File: src/rtl/matrix_pkg.sv
// Shared definitions for the LED matrix driver and its strip receiver.
package matrix_pkg;

    localparam int         START_ZEROS = 32;
    localparam int         WORD_BITS   = 32;
    localparam logic [2:0] LED_HDR     = 3'b111;
    localparam int         MATRIX_W    = 8;

    // Receiver framing states.
    typedef enum logic [1:0] {
        HUNT  = 2'd0,
        ARMED = 2'd1,
        WORD  = 2'd2
    } rx_state_e;

    // Strip position to bitmap position. Even rows run right-to-left on the
    // strip, so their column is mirrored; odd rows map straight through.
    function automatic logic [5:0] snake_to_display(input logic [5:0] k);
        logic [2:0] row;
        logic [2:0] col;
        row = k[5:3];
        col = k[2:0];
        if (!row[0]) begin
            return {row, 3'd7 - col};
        end
        return k;
    endfunction

endpackage

File: src/rtl/strip_sync_edge.sv
// Brings the strip clock/data into the clk domain and strobes each rising
// strip-clock edge together with the data bit sampled at that edge.
module strip_sync_edge (
    input  logic clk,
    input  logic reset,
    input  logic sclk_i,
    input  logic sdata_i,
    output logic rise_o,
    output logic bit_o
);

    logic [1:0] sclk_sync_q;
    logic [1:0] sdata_sync_q;
    logic       sclk_prev_q;
    logic       rise_q;
    logic       bit_q;

    // Two-flop synchronisers, then a registered edge strobe and bit.
    always_ff @(posedge clk) begin
        if (reset) begin
            sclk_sync_q  <= 2'b00;
            sdata_sync_q <= 2'b00;
            sclk_prev_q  <= 1'b0;
            rise_q       <= 1'b0;
            bit_q        <= 1'b0;
        end else begin
            sclk_sync_q  <= {sclk_sync_q[0], sclk_i};
            sdata_sync_q <= {sdata_sync_q[0], sdata_i};
            sclk_prev_q  <= sclk_sync_q[1];
            rise_q       <= sclk_sync_q[1] & ~sclk_prev_q;
            bit_q        <= sdata_sync_q[1];
        end
    end

    assign rise_o = rise_q;
    assign bit_o  = bit_q;

endmodule

File: src/rtl/apa102_matrix_rx.sv
// Two-wire LED strip receiver: finds frame delimiters, decodes 32-bit LED
// words, reports each pixel and rebuilds the 8x8 on/off bitmap.
// Bit stream handshake: the sync stage presents one (rise, bit) strobe per
// strip-clock edge; there is no back-pressure, every strobe is consumed.
module apa102_matrix_rx
    import matrix_pkg::*;
#(
    parameter int          NUM_LEDS    = 64,
    parameter logic [23:0] FG_COLOUR   = 24'h000f00,
    parameter int          START_ZEROS = matrix_pkg::START_ZEROS
) (
    input  logic        clk,
    input  logic        reset,
    input  logic        sclk_in,
    input  logic        sdata_in,
    output logic        led_valid,
    output logic [5:0]  led_index,
    output logic [4:0]  led_bright,
    output logic [7:0]  led_b,
    output logic [7:0]  led_g,
    output logic [7:0]  led_r,
    output logic        frame_done,
    output logic [6:0]  led_count,
    output logic [63:0] frame_bits,
    output logic        frame_err,
    output rx_state_e   dbg_state_o
);

    localparam int          ZW       = $clog2(START_ZEROS + 1);
    localparam logic [ZW-1:0] ZMAX   = ZW'(START_ZEROS);
    localparam logic [6:0]  LED_MAX  = 7'(NUM_LEDS);
    localparam logic [4:0]  LAST_BIT = 5'(WORD_BITS - 1);

    logic rise;
    logic bit_in;

    strip_sync_edge u_sync (
        .clk     (clk),
        .reset   (reset),
        .sclk_i  (sclk_in),
        .sdata_i (sdata_in),
        .rise_o  (rise),
        .bit_o   (bit_in)
    );

    rx_state_e     state_q;
    logic [ZW-1:0] zcount_q;
    logic [4:0]    bitcnt_q;
    logic [30:0]   shift_q;
    logic [6:0]    led_ptr_q;
    logic [63:0]   shadow_q;

    logic          led_valid_q;
    logic [5:0]    led_index_q;
    logic [4:0]    led_bright_q;
    logic [7:0]    led_b_q;
    logic [7:0]    led_g_q;
    logic [7:0]    led_r_q;
    logic          frame_done_q;
    logic [6:0]    led_count_q;
    logic [63:0]   frame_bits_q;
    logic          frame_err_q;

    logic [31:0]   word_d;
    logic [5:0]    disp_d;

    // Word as it stands once the current bit is shifted in, and its bitmap slot.
    always_comb begin
        word_d = {shift_q, bit_in};
        disp_d = snake_to_display(led_ptr_q[5:0]);
    end

    // Framing FSM with registered pulse and field outputs.
    always_ff @(posedge clk) begin
        if (reset) begin
            state_q      <= HUNT;
            zcount_q     <= '0;
            bitcnt_q     <= '0;
            shift_q      <= '0;
            led_ptr_q    <= '0;
            shadow_q     <= '0;
            led_valid_q  <= 1'b0;
            led_index_q  <= '0;
            led_bright_q <= '0;
            led_b_q      <= '0;
            led_g_q      <= '0;
            led_r_q      <= '0;
            frame_done_q <= 1'b0;
            led_count_q  <= '0;
            frame_bits_q <= '0;
            frame_err_q  <= 1'b0;
        end else begin
            led_valid_q  <= 1'b0;
            frame_done_q <= 1'b0;
            frame_err_q  <= 1'b0;
            if (rise) begin
                case (state_q)
                    HUNT: begin
                        if (bit_in) begin
                            zcount_q <= '0;
                        end else if (zcount_q == ZMAX - 1'b1) begin
                            state_q   <= ARMED;
                            zcount_q  <= ZMAX;
                            led_ptr_q <= '0;
                        end else begin
                            zcount_q <= zcount_q + 1'b1;
                        end
                    end
                    ARMED: begin
                        if (bit_in) begin
                            state_q  <= WORD;
                            shift_q  <= 31'd1;
                            bitcnt_q <= 5'd1;
                        end else if (zcount_q != ZMAX) begin
                            if ((zcount_q == ZMAX - 1'b1) && (led_ptr_q != '0)) begin
                                // Delimiter after at least one LED: publish the frame.
                                frame_done_q <= 1'b1;
                                frame_bits_q <= shadow_q;
                                led_count_q  <= led_ptr_q;
                                shadow_q     <= '0;
                                led_ptr_q    <= '0;
                                zcount_q     <= '0;
                            end else begin
                                zcount_q <= zcount_q + 1'b1;
                            end
                        end
                    end
                    WORD: begin
                        shift_q  <= word_d[30:0];
                        bitcnt_q <= bitcnt_q + 1'b1;
                        if (bitcnt_q == LAST_BIT) begin
                            zcount_q <= '0;
                            if (word_d[31:29] == LED_HDR) begin
                                state_q <= ARMED;
                                // Words past the last captured LED are dropped silently.
                                if (led_ptr_q < LED_MAX) begin
                                    led_valid_q      <= 1'b1;
                                    led_index_q      <= led_ptr_q[5:0];
                                    led_bright_q     <= word_d[28:24];
                                    led_b_q          <= word_d[23:16];
                                    led_g_q          <= word_d[15:8];
                                    led_r_q          <= word_d[7:0];
                                    shadow_q[disp_d] <= (word_d[23:0] == FG_COLOUR);
                                    led_ptr_q        <= led_ptr_q + 1'b1;
                                end
                            end else begin
                                // Bad header: abandon the frame and resynchronise.
                                frame_err_q <= 1'b1;
                                shadow_q    <= '0;
                                led_ptr_q   <= '0;
                                state_q     <= HUNT;
                            end
                        end
                    end
                    default: state_q <= HUNT;
                endcase
            end
        end
    end

    assign led_valid   = led_valid_q;
    assign led_index   = led_index_q;
    assign led_bright  = led_bright_q;
    assign led_b       = led_b_q;
    assign led_g       = led_g_q;
    assign led_r       = led_r_q;
    assign frame_done  = frame_done_q;
    assign led_count   = led_count_q;
    assign frame_bits  = frame_bits_q;
    assign frame_err   = frame_err_q;
    assign dbg_state_o = state_q;

endmodule

File: config.mk
export PLATFORM = sky130hd
export DESIGN_NAME = apa102_matrix_rx
export DESIGN_NICKNAME = d
export VERILOG_FILES = /design/src/rtl/matrix_pkg.sv /design/src/rtl/strip_sync_edge.sv /design/src/rtl/apa102_matrix_rx.sv
export SDC_FILE = /design/constraint.sdc
export NUM_CORES = 1
export LEC_CHECK = 0
export ABC_AREA = 1
export CAP_MARGIN = 0
export CORE_UTILIZATION = 50
export DETAILED_ROUTE_END_ITERATION = 12
export GPL_TIMING_DRIVEN = 0
export PLACE_DENSITY = 0.72
export SLEW_MARGIN = 25
export SYNTH_ARGS = -nofsm -noshare
export SYNTH_HDL_FRONTEND = slang
export SYNTH_HIERARCHICAL = 1
export SYNTH_SLANG_ARGS = --single-unit
File: constraint.sdc
create_clock -name clk -period 2.8 [get_ports clk]
set_clock_uncertainty 0.05 [all_clocks]
set_input_delay 0.7 -clock clk [delete_from_list [all_inputs] [get_ports clk]]
set_output_delay 0.7 -clock clk [all_outputs]
set_load 0.02 [all_outputs]
# After elaboration in Yosys (flattened, before gate mapping)
# Index checks and enable logic that the tools add are counted.
# word_totals
inputBits	4
regBits	231
out_inout_bits	111
# classes
add_sub_neg	4
eq_ne	15
bitwise_logic	9
muxes	40
reduce_logical	16
magnitude_cmp	3
# op_table
operator	count
$mux W64	6
$pmux W64 S2	1
$bwmux W64	1
$pmux W31 S2	1
$mux W7	8
$mux W6	6
$mux W31	1
$eq A24 B12 Y1 const B	1
$pmux W7 S3	1
$reduce_and A5 Y1	4
$pmux W6 S3	1
$ne A2 B2 Y1 const B	6
$pmux W5 S2	1
$reduce_or A5 Y1	2
$reduce_and A9 Y1	1
$mux W2	4
$not A1 Y1	8
$add A7 B1 Y7 const B	1
$lt A6 B7 Y1 const B	1
$lt A7 B7 Y1 const B	1
$reduce_and A7 Y1	1
$reduce_bool A7 Y1	1
$add A6 B1 Y6 const B	1
$demux W1 S6	1
22 further kinds	27

# Logic depth before layout (Yosys ltp)
# Gate-level depths: netlist of the first run.
# logic_depth
ltp_word	11
ltp_mapped	14

# Cells and area by module
# The synthesis of the first run kept the hierarchy.
# by_module_without_submodules
module	cells_each	area_per_inst_um2	n_inst
apa102_matrix_rx	1414	10043.4	1
strip_sync_edge	21	195.2	1

# Worst setup path after synthesis of the first run
# No wires, ideal clock.
# synth_path
path_type	register to register
startpoint	register led_ptr_q[3]
endpoint	register shadow_q[1]
arrival_ps	1833
stages_incl_launch_ff	12
n_path_buf	2
setup_slack_ps	785
setup_time_ps	132
cell_sequence	dfxtp_1 inv_2 buf_2 ha_1 clkbuf_1 nand3_1 nor2_1 nand2_1 nand2_1 nand3_1 nand2_1 a21oi_1
# synth_via
elab_chain_len	10
elab_cells_between_ends	17
cone_classes	order compare (3); eq/ne (2); mux (8); reduce/logical (4)
# synth_lines
item	line_no	source
from (decl)	apa102_matrix_rx.sv:50	logic [6:0] led_ptr_q;
from (signal assigned)	apa102_matrix_rx.sv:144	led_ptr_q <= led_ptr_q + 1'b1;
$mux W4	matrix_pkg.sv:26	return k;
$lt A6 B7 Y1 (implied by the code) / $ge A6 B1 Y1 (equally long branches)	apa102_matrix_rx.sv:143	shadow_q[disp_d] <= (word_d[23:0] == FG_COLOUR);
$logic_and A1 B1 Y1 (implied by the code)	apa102_matrix_rx.sv:143	
$mux W1 (implied by the code)	apa102_matrix_rx.sv:143	
$demux W1 S6	apa102_matrix_rx.sv:143	
$bwmux W64	apa102_matrix_rx.sv:143	
$mux W64	apa102_matrix_rx.sv:136	if (led_ptr_q < LED_MAX) begin
$mux W64	apa102_matrix_rx.sv:133	if (word_d[31:29] == LED_HDR) begin
$mux W64	apa102_matrix_rx.sv:131	if (bitcnt_q == LAST_BIT) begin
$pmux W64 S2	apa102_matrix_rx.sv:97	case (state_q)
to (signal, indexed assignment)	apa102_matrix_rx.sv:143	
to (decl)	apa102_matrix_rx.sv:51	logic [63:0] shadow_q;
# Several ways; a longest one is shown, not always the timed one. The select of a mux whose other input is x is not followed.
# A chain may end at the register's enable or synchronous reset.

# Final worst setup path of the first run
# layout_path
startpoint	register led_ptr_q[3]
endpoint	register shadow_q[0]
# Same word-level chain as after synthesis.

==> results.py, run 1 <==
metrics = {
    "job": {
        "drv_cap": 0,
    },
    "global_route": {
        "grt_max_degree": 15,
        "grtUsageMet2": 0.4002,
        "top_usage_layer": "met2",
        "grt_use_total": 0.2474,
        "grt_pass1_vias": 8775,
        "antenna_found_initial": 0,
        "grt_pass1_wl_mm": 43.46,
        "met3_usage": 0.03019,
        "grt_overflow": 0,
        "grtUsageMet1": 0.3466,
    },
    "routing": {
        "dr_total_vias": 9734,
        "dr.pass1.iters": 5,
        "wl_mm": 26.68,
        "drt-wirelength-per-cell_um": 14.34,
        "drt_iter0_drc": 755,
        "drcViolationCount": 0,
        "ant_nets": 0,
        "vias_per_cell": 5.233,
    },
    "timing": {
        "fmax_mhz": 378.1,
        "tns_ns": 0,
        "slew_headroom": 0.4986,
        "period_needed_ns": 2.645,
        "min_period_over_period": 0.9445,
        "setup_slack_ns": 0.1553,
        "maxSlewViolCount": 0,
        "tightest_slew_ns": 0.7494,
        "hold_viol_final": 0,
        "setup_viol": 0,
    },
    "placed_design": {
        "place_area_um2": 11710,
        "io_buffer_count": 114,
        "dp_hpwl_mm": 18.48,
        "gp_congestion": 0.9070,
        "placedCellCount": 1814,
        "pre_cts_slack_ns": -0.7377,
    },
    "logic_synthesis": {
        "yosys_warnings": 6,
        "synthTopCellsByCount": "nand2_1 (245), dfxtp_1 (231), nand3_1 (194), nor2_1 (185), a21oi_1 (150)",
        "ys_dominant_reg_cell": "dfxtp_1",
        "synth-seq-cells": 231,
        "synth.net_count": 1452,
        "synth.most_common_cell": "nand2_1",
        "synth_area_leaders": "dfxtp_1 (45%), nand3_1 (9.5%), nand2_1 (9.0%)",
        "yosysTopAreaCell": "dfxtp_1",
        "seq_area_frac_synth": 0.4517,
        "synth_cell_types": 33,
        "async_reset_ff_frac": 0,
        "syn_area_per_cell_um2": 7.135,
        "syn_area_um2": 10240,
        "synth_edf_count": 0,
        "syn-instance-count": 1435,
        "synth.top_cell.area_share": 0.4517,
    },
    "critical_path": {
        "cp.arrival_ns": 2.97,
        "r2r-start": "led_ptr_q[3]",
        "cp-start-kind": "flip-flop",
        "cp.required_ns": 3.13,
        "r2r_slack_ns": 0.16,
        "r2r_end": "shadow_q[0]",
        "setup.worst_path.class": "flip-flop to flip-flop",
        "reg2reg_depth": 11,
        "worstPathMaxFanout": 10,
        "end_kind": "flip-flop",
    },
    "die": {
        "ioPinCount": 115,
        "initial_core_util": 0.5176,
        "dieArea_um2": 21050,
        "die_y_um": 145.1,
        "dieWidth_um": 145.1,
        "rows": 51,
        "core_um2": 19780,
    },
    "final_layout": {
        "diodes": 0,
        "fill_cells": 1803,
        "nets": 1594,
        "fin_util": 0.6335,
        "layout.cells.non_filler": 1860,
        "drive_above_1_share": 0.07712,
        "finalInstanceArea_um2": 12530,
        "syn_to_final_growth_pct": 22.40,
    },
    "power": {
        "leakage_nw": 5.106,
        "power.density_nw_per_um2": 529.1,
        "vdd_drop_max_mv": 0.3862,
    },
    "clock_network": {
        "cts.reportedPaths.clkPinSlew_ns": 0.06,
        "cts-buffers-inserted": 25,
        "worstSkewPairLatency_ns": 0.52,
        "htreeDepth": 1,
        "cts_root_buffer": "clkbuf_16",
        "clock-sinks": 231,
        "tritoncts": "yes",
        "postCtsHoldBufs": 0,
        "clockBufferDepth": 3,
    },
    "min_path": {
        "hp-start": "u_sync/sclk_sync_q[0]",
        "min_path_type": "flip-flop to flip-flop",
        "min_path_cells": 2,
        "whs_endpoint": "u_sync/sclk_sync_q[1]",
    },
    "run_status": {
        "status": "finished, final reports clean",
    },
}
area by class of cell:
cell class	instances	area, um2	area share
Inverter	144	544.3	0.04343
Buffer	99	543.0	0.04333
Clock inverter	12	117.6	0.009385
Tap cell	265	331.6	0.02646
Clock buffer	33	685.7	0.05471
Timing Repair Buffer	115	1149	0.09165
Sequential cell	231	4624	0.3690
Multi-Input combinational cell	961	4537	0.3620
cell usage in the layout, fill, tap and decap left out, types with 2 or more instances in the layout:
| cell | netlist | routed |
|---|---|---|
| nand2_1 | 245 | 245 |
| dfxtp_1 | 231 | 231 |
| nand3_1 | 194 | 194 |
| nor2_1 | 185 | 183 |
| a21oi_1 | 150 | 150 |
| inv_1 | 133 | 132 |
| o21ai_0 | 117 | 117 |
| clkdlybuf4s50_1 | 0 | 114 |
| clkbuf_1 | 45 | 49 |
| buf_2 | 34 | 34 |
| clkbuf_16 | 0 | 25 |
| nand4_1 | 20 | 20 |
| buf_6 | 16 | 16 |
| ha_1 | 13 | 13 |
| clkinv_2 | 0 | 7 |
| inv_2 | 6 | 6 |
| nor3_1 | 6 | 6 |
| xor2_1 | 6 | 6 |
| clkinv_1 | 5 | 5 |
| nor2_2 | 2 | 4 |
| clkinvlp_4 | 0 | 4 |
| nand2_2 | 4 | 4 |
| nor3_2 | 4 | 4 |
| buf_4 | 2 | 3 |
| nor2_4 | 3 | 3 |
| clkbuf_8 | 0 | 3 |
| nand3_2 | 2 | 2 |
| buf_1 | 2 | 2 |
| bufinv_16 | 0 | 2 |
kinds of logic (layout without fill, tap and decap cells):
| logic type | count (synthesis) | in the layout | share of synthesized area |
|---|---|---|---|
| AND/OR/NAND/NOR | 671 | 671 | 0.2871 |
| adder cells (fa/ha/maj) | 13 | 13 | 0.01589 |
| flip-flops | 231 | 231 | 0.4517 |
| XOR/XNOR | 6 | 6 | 0.005133 |
| AO/OA/AOI/OAI | 271 | 271 | 0.1345 |
| buffers and inverters | 243 | 403 | 0.1057 |
metrics by stage:
stage / power (W) / hold slack, ns
after global placement: 0.003467 / 0.3211
final: 0.006631 / 0.3565
after detailed placement: 0.003467 / 0.3474
after global routing: 0.006811 / 0.3624
after CTS: 0.006669 / 0.3554
after floorplan: 0.003427 / 0.3167
worst max-delay path, cell delays in order, from the launching register on:
cell and delay (ns):
dfxtp_1 0.40, inv_2 0.05, buf_2 0.19, ha_1 0.32, clkbuf_1 0.38, nand3_1 0.21
nor2_2 0.43, nand2_1 0.14, nand2_1 0.09, nand3_1 0.08, nand2_1 0.09, a21oi_1 0.06
registers in the layout (all words and copies together), names as in the netlist, 7 cells and up:
register,count
led_g,8
led_b,8
frame_bits,64
shift_q,31
shadow_q,64
led_count,7
led_r,8
led_ptr_q,7
how the worst max path moves through the flow:
stage	startpoint	end	slack (ns)	depth (start not counted)
3_5_place_dp	reset	frame_bits[56]	-0.74	7
5_1_grt	led_ptr_q[3]	shadow_q[0]	-0.004	11
6_report	led_ptr_q[3]	shadow_q[0]	0.16	11
2_1_floorplan	led_ptr_q[3]	shadow_q[1]	0.78	11
3_3_place_gp	reset	frame_bits[55]	-0.76	7
4_1_cts	led_ptr_q[3]	shadow_q[0]	0.07	11
power breakdown:
part | switching, W | internal [W] | total (W)
clock network | 0.00133 | 0.00190 | 0.00323
logic | 0.0000793 | 0.0000243 | 0.000104
registers | 0.00000332 | 0.00329 | 0.00329
layer usage:
layer	up-vias	part of all wire
met4	0	0.021
met1	4463	0.46
li1	4935	-
met2	297	0.45
met5	-	0
met3	39	0.062
repair_timing:
action / in CTS / in global routing
cloned: 0 / 0
setup endpoints to repair: 10 / 12
resized for setup: 2 / 2
setup buffers: 1 / 0
pin swaps: 0 / 0
No activity file was read; power rests on OpenSTA's default activity.
==> run 2, diff against run 1 <==
--- a/config.mk
+++ b/config.mk
@@ -5,12 +5,12 @@
 export SDC_FILE = /design/constraint.sdc
 export NUM_CORES = 1
 export LEC_CHECK = 0
-export ABC_AREA = 1
 export CAP_MARGIN = 0
 export CORE_UTILIZATION = 50
 export DETAILED_ROUTE_END_ITERATION = 12
 export GPL_TIMING_DRIVEN = 0
-export PLACE_DENSITY = 0.72
+export PLACE_DENSITY = 0.73
+export RECOVER_POWER = 100
 export SLEW_MARGIN = 25
 export SYNTH_ARGS = -nofsm -noshare
 export SYNTH_HDL_FRONTEND = slang
==> run 2 against run 1 <==
Net effect: synthesized cell count decreased by 20%; die area fell by 5.9%; count of clock-buffer cells in the layout increased by 6; core utilization rose by 2.6 points; synthesized area is 6.0% lower; critical path depth decreased by 2; sequential share of layout area grew 0.48 points; first-iteration DRC count up 49%; critical endpoint is now shadow_q[43]; largest cell class is now multi-input gates; largest power group unchanged.
==> results.py, run 2 <==
metrics = {
    "job": {
        "drv_cap": 0,
    },
    "critical_path": {
        "r2r-start": "zcount_q[0]",
        "max_stage_delay_ns": 0.55,
        "end_kind": "flip-flop",
        "cp_num_cells": 9,
        "cpMaxStageDelayCell": "or4_4",
        "cp.required_ns": 3.13,
        "critical_path.endpoint": "shadow_q[43]",
        "crit_buf_inv": 3,
        "cp-start-kind": "flip-flop",
        "r2r_end": "shadow_q[43]",
        "setup.worst_path.class": "flip-flop to flip-flop",
        "cp_cell_sequence": "inv_1 -> ha_1 -> nor4b_1 -> and3_4 -> or4_4 -> buf_2 -> clkbuf_2 -> o311ai_1 -> o41ai_2",
        "path_delay_family": "simple AND/OR/NAND/NOR gates",
        "r2r_slack_ns": 0.007,
        "worstPathMaxFanout": 10,
        "reg2reg_depth": 9,
        "critPathLaunch": "zcount_q[0]",
        "cp.arrival_ns": 3.12,
    },
    "clock_network": {
        "postCtsHoldBufs": 0,
        "cts-buffers-inserted": 24,
        "htreeDepth": 1,
        "cts.reportedPaths.clkPinSlew_ns": 0.06,
        "cts_root_buffer": "clkbuf_16",
        "tritoncts": "yes",
        "clockBufferDepth": 3,
        "clock-sinks": 231,
        "worstSkewPairLatency_ns": 0.51,
    },
    "global_route": {
        "grt_overflow": 0,
        "grt_pass1_vias": 8716,
        "antenna_found_initial": 0,
        "grt_use_total": 0.2789,
        "grt_max_degree": 14,
        "grt_pass1_wl_mm": 44.53,
    },
    "routing": {
        "drt-wirelength-per-cell_um": 18.56,
        "drcViolationCount": 0,
        "ant_nets": 0,
        "dr.pass1.iters": 6,
        "drt_iter0_drc": 1125,
        "dr_total_vias": 9405,
        "vias_per_cell": 6.115,
        "wl_mm": 28.54,
    },
    "placed_design": {
        "io_buffer_count": 114,
        "pre_cts_slack_ns": -0.4643,
        "dp_hpwl_mm": 19.03,
        "gp_congestion": 0.9424,
    },
    "logic_synthesis": {
        "syn_area_um2": 9622,
        "seq_area_frac_synth": 0.4806,
        "synth.net_count": 1159,
        "synth_area_leaders": "dfxtp_1 (48%), nand2_1 (9.1%), a21oi_1 (7.8%)",
        "synth.top_cell.area_share": 0.4806,
        "synth_edf_count": 0,
        "synth-seq-cells": 231,
        "ys_dominant_reg_cell": "dfxtp_1",
        "synth.most_common_cell": "nand2_1",
        "syn-instance-count": 1142,
        "yosys_warnings": 6,
        "yosysTopAreaCell": "dfxtp_1",
        "async_reset_ff_frac": 0,
        "synthTopCellsByCount": "nand2_1 (234), dfxtp_1 (231), a21oi_1 (149), clkbuf_1 (103), nor2_1 (68)",
        "syn_area_per_cell_um2": 8.425,
        "synth_cell_types": 57,
    },
    "die": {
        "ioPinCount": 115,
        "rows": 50,
        "initial_core_util": 0.5127,
        "dieWidth_um": 140.7,
        "core_um2": 18770,
        "die_y_um": 140.7,
        "dieArea_um2": 19800,
    },
    "power": {
        "power.density_nw_per_um2": 531.3,
        "vdd_drop_max_mv": 0.4657,
        "leakage_nw": 4.617,
    },
    "timing": {
        "slew_headroom": 0.07520,
        "setup_viol": 0,
        "tightest_slew_ns": 1.382,
        "min_period_over_period": 0.9974,
        "holdWs_ns": 0.3576,
        "hold_viol_final": 0,
        "period_needed_ns": 2.793,
        "setup_slack_ns": 0.007230,
        "rsz0062_at_grt": "yes",
        "maxSlewViolCount": 0,
        "fmax_mhz": 358.1,
    },
    "final_layout": {
        "drive_above_1_share": 0.1189,
        "diodes": 0,
        "nets": 1303,
        "layout_commonest_cell": "nand2_1",
        "layout_common_cells": "nand2_1 (234), dfxtp_1 (229), a21oi_1 (149)",
        "syn_to_final_growth_pct": 28.71,
    },
    "run_status": {
        "status": "finished, final reports clean",
    },
    "min_path": {
        "min_path_type": "flip-flop to flip-flop",
    },
}
## run 2: routing by layer
metal,GRT usage,vias up,part of all wire
li1,-,4469,-
met1,0.3546,4380,0.42
met2,0.4535,467,0.46
met3,0.05673,89,0.079
met4,0.1344,0,0.034
met5,0,-,0
## run 2: cell type report
cell class | instances | area, um2
Inverter | 12 | 48.80
Sequential cell | 231 | 4629
Buffer | 111 | 530.5
Clock buffer | 39 | 748.2
Tap cell | 234 | 292.8
Timing Repair Buffer | 120 | 1190
Fill cell | 1628 | 6384
Clock inverter | 5 | 56.30
Multi-Input combinational cell | 786 | 4888
## run 2: cell families after synthesis
group                      count (synthesis)  synth area share
xor gates and xnor gates                   2          0.001821
DFF                                      231            0.4806
buffers and inverters                    125           0.05527
and+or+nand+nor                          397            0.1826
AOI/OAI and AO/OA                        371            0.2596
adders and majority gates                 13           0.01691
muxes                                      3          0.003251
## run 2: stage by stage
stage               total power, W  instance area [um2]  instances    util  setup TNS, ns
finish                    0.006580                12380       1538  0.6599              0
floorplan                 0.003419                 9622       1142       -              0
detailed placement        0.003453                11070       1491  0.5899         -55.87
global placement          0.003452                11060       1490  0.5891         -87.78
global route              0.006753                12380       1538  0.6599        -0.9729
CTS                       0.006605                11950       1538  0.6365              0
## run 2: worst min-delay path by stage
| stage | from | slack [ns] | depth (start not counted) | to |
|---|---|---|---|---|
| 5_1_grt | u_sync/sclk_prev_q | 0.38 | 1 | u_sync/rise_o |
| 6_report | u_sync/sclk_prev_q | 0.36 | 1 | u_sync/rise_o |
| 2_1_floorplan | u_sync/sclk_prev_q | 0.34 | 1 | u_sync/rise_o |
| 4_1_cts | u_sync/sclk_prev_q | 0.36 | 1 | u_sync/rise_o |
| 3_5_place_dp | u_sync/sclk_prev_q | 0.35 | 1 | u_sync/rise_o |
| 3_3_place_gp | u_sync/sclk_prev_q | 0.34 | 1 | u_sync/rise_o |
## run 2: worst register-to-register path: stages, from the launching register on
cell and delay [ns]:
dfxtp_1 0.41, inv_1 0.07, ha_1 0.20, nor4b_1 0.14, and3_4 0.21, or4_4 0.55
buf_2 0.24, clkbuf_2 0.24, o311ai_1 0.41, o41ai_2 0.14
## run 2: what timing repair did
item	4_1_cts	5_1_grt
setup endpoints to repair	173	155
pin swaps	1	2
resized for setup	15	123
buffers inserted	4	1
## run 2: where the power goes
part | leakage [nW] | internal, W | switching, W | total (W)
clock network | 0.393 | 0.00192 | 0.00128 | 0.00320
logic | 2.36 | 0.0000180 | 0.0000730 | 0.0000910
registers | 1.86 | 0.00329 | 0.00000172 | 0.00329
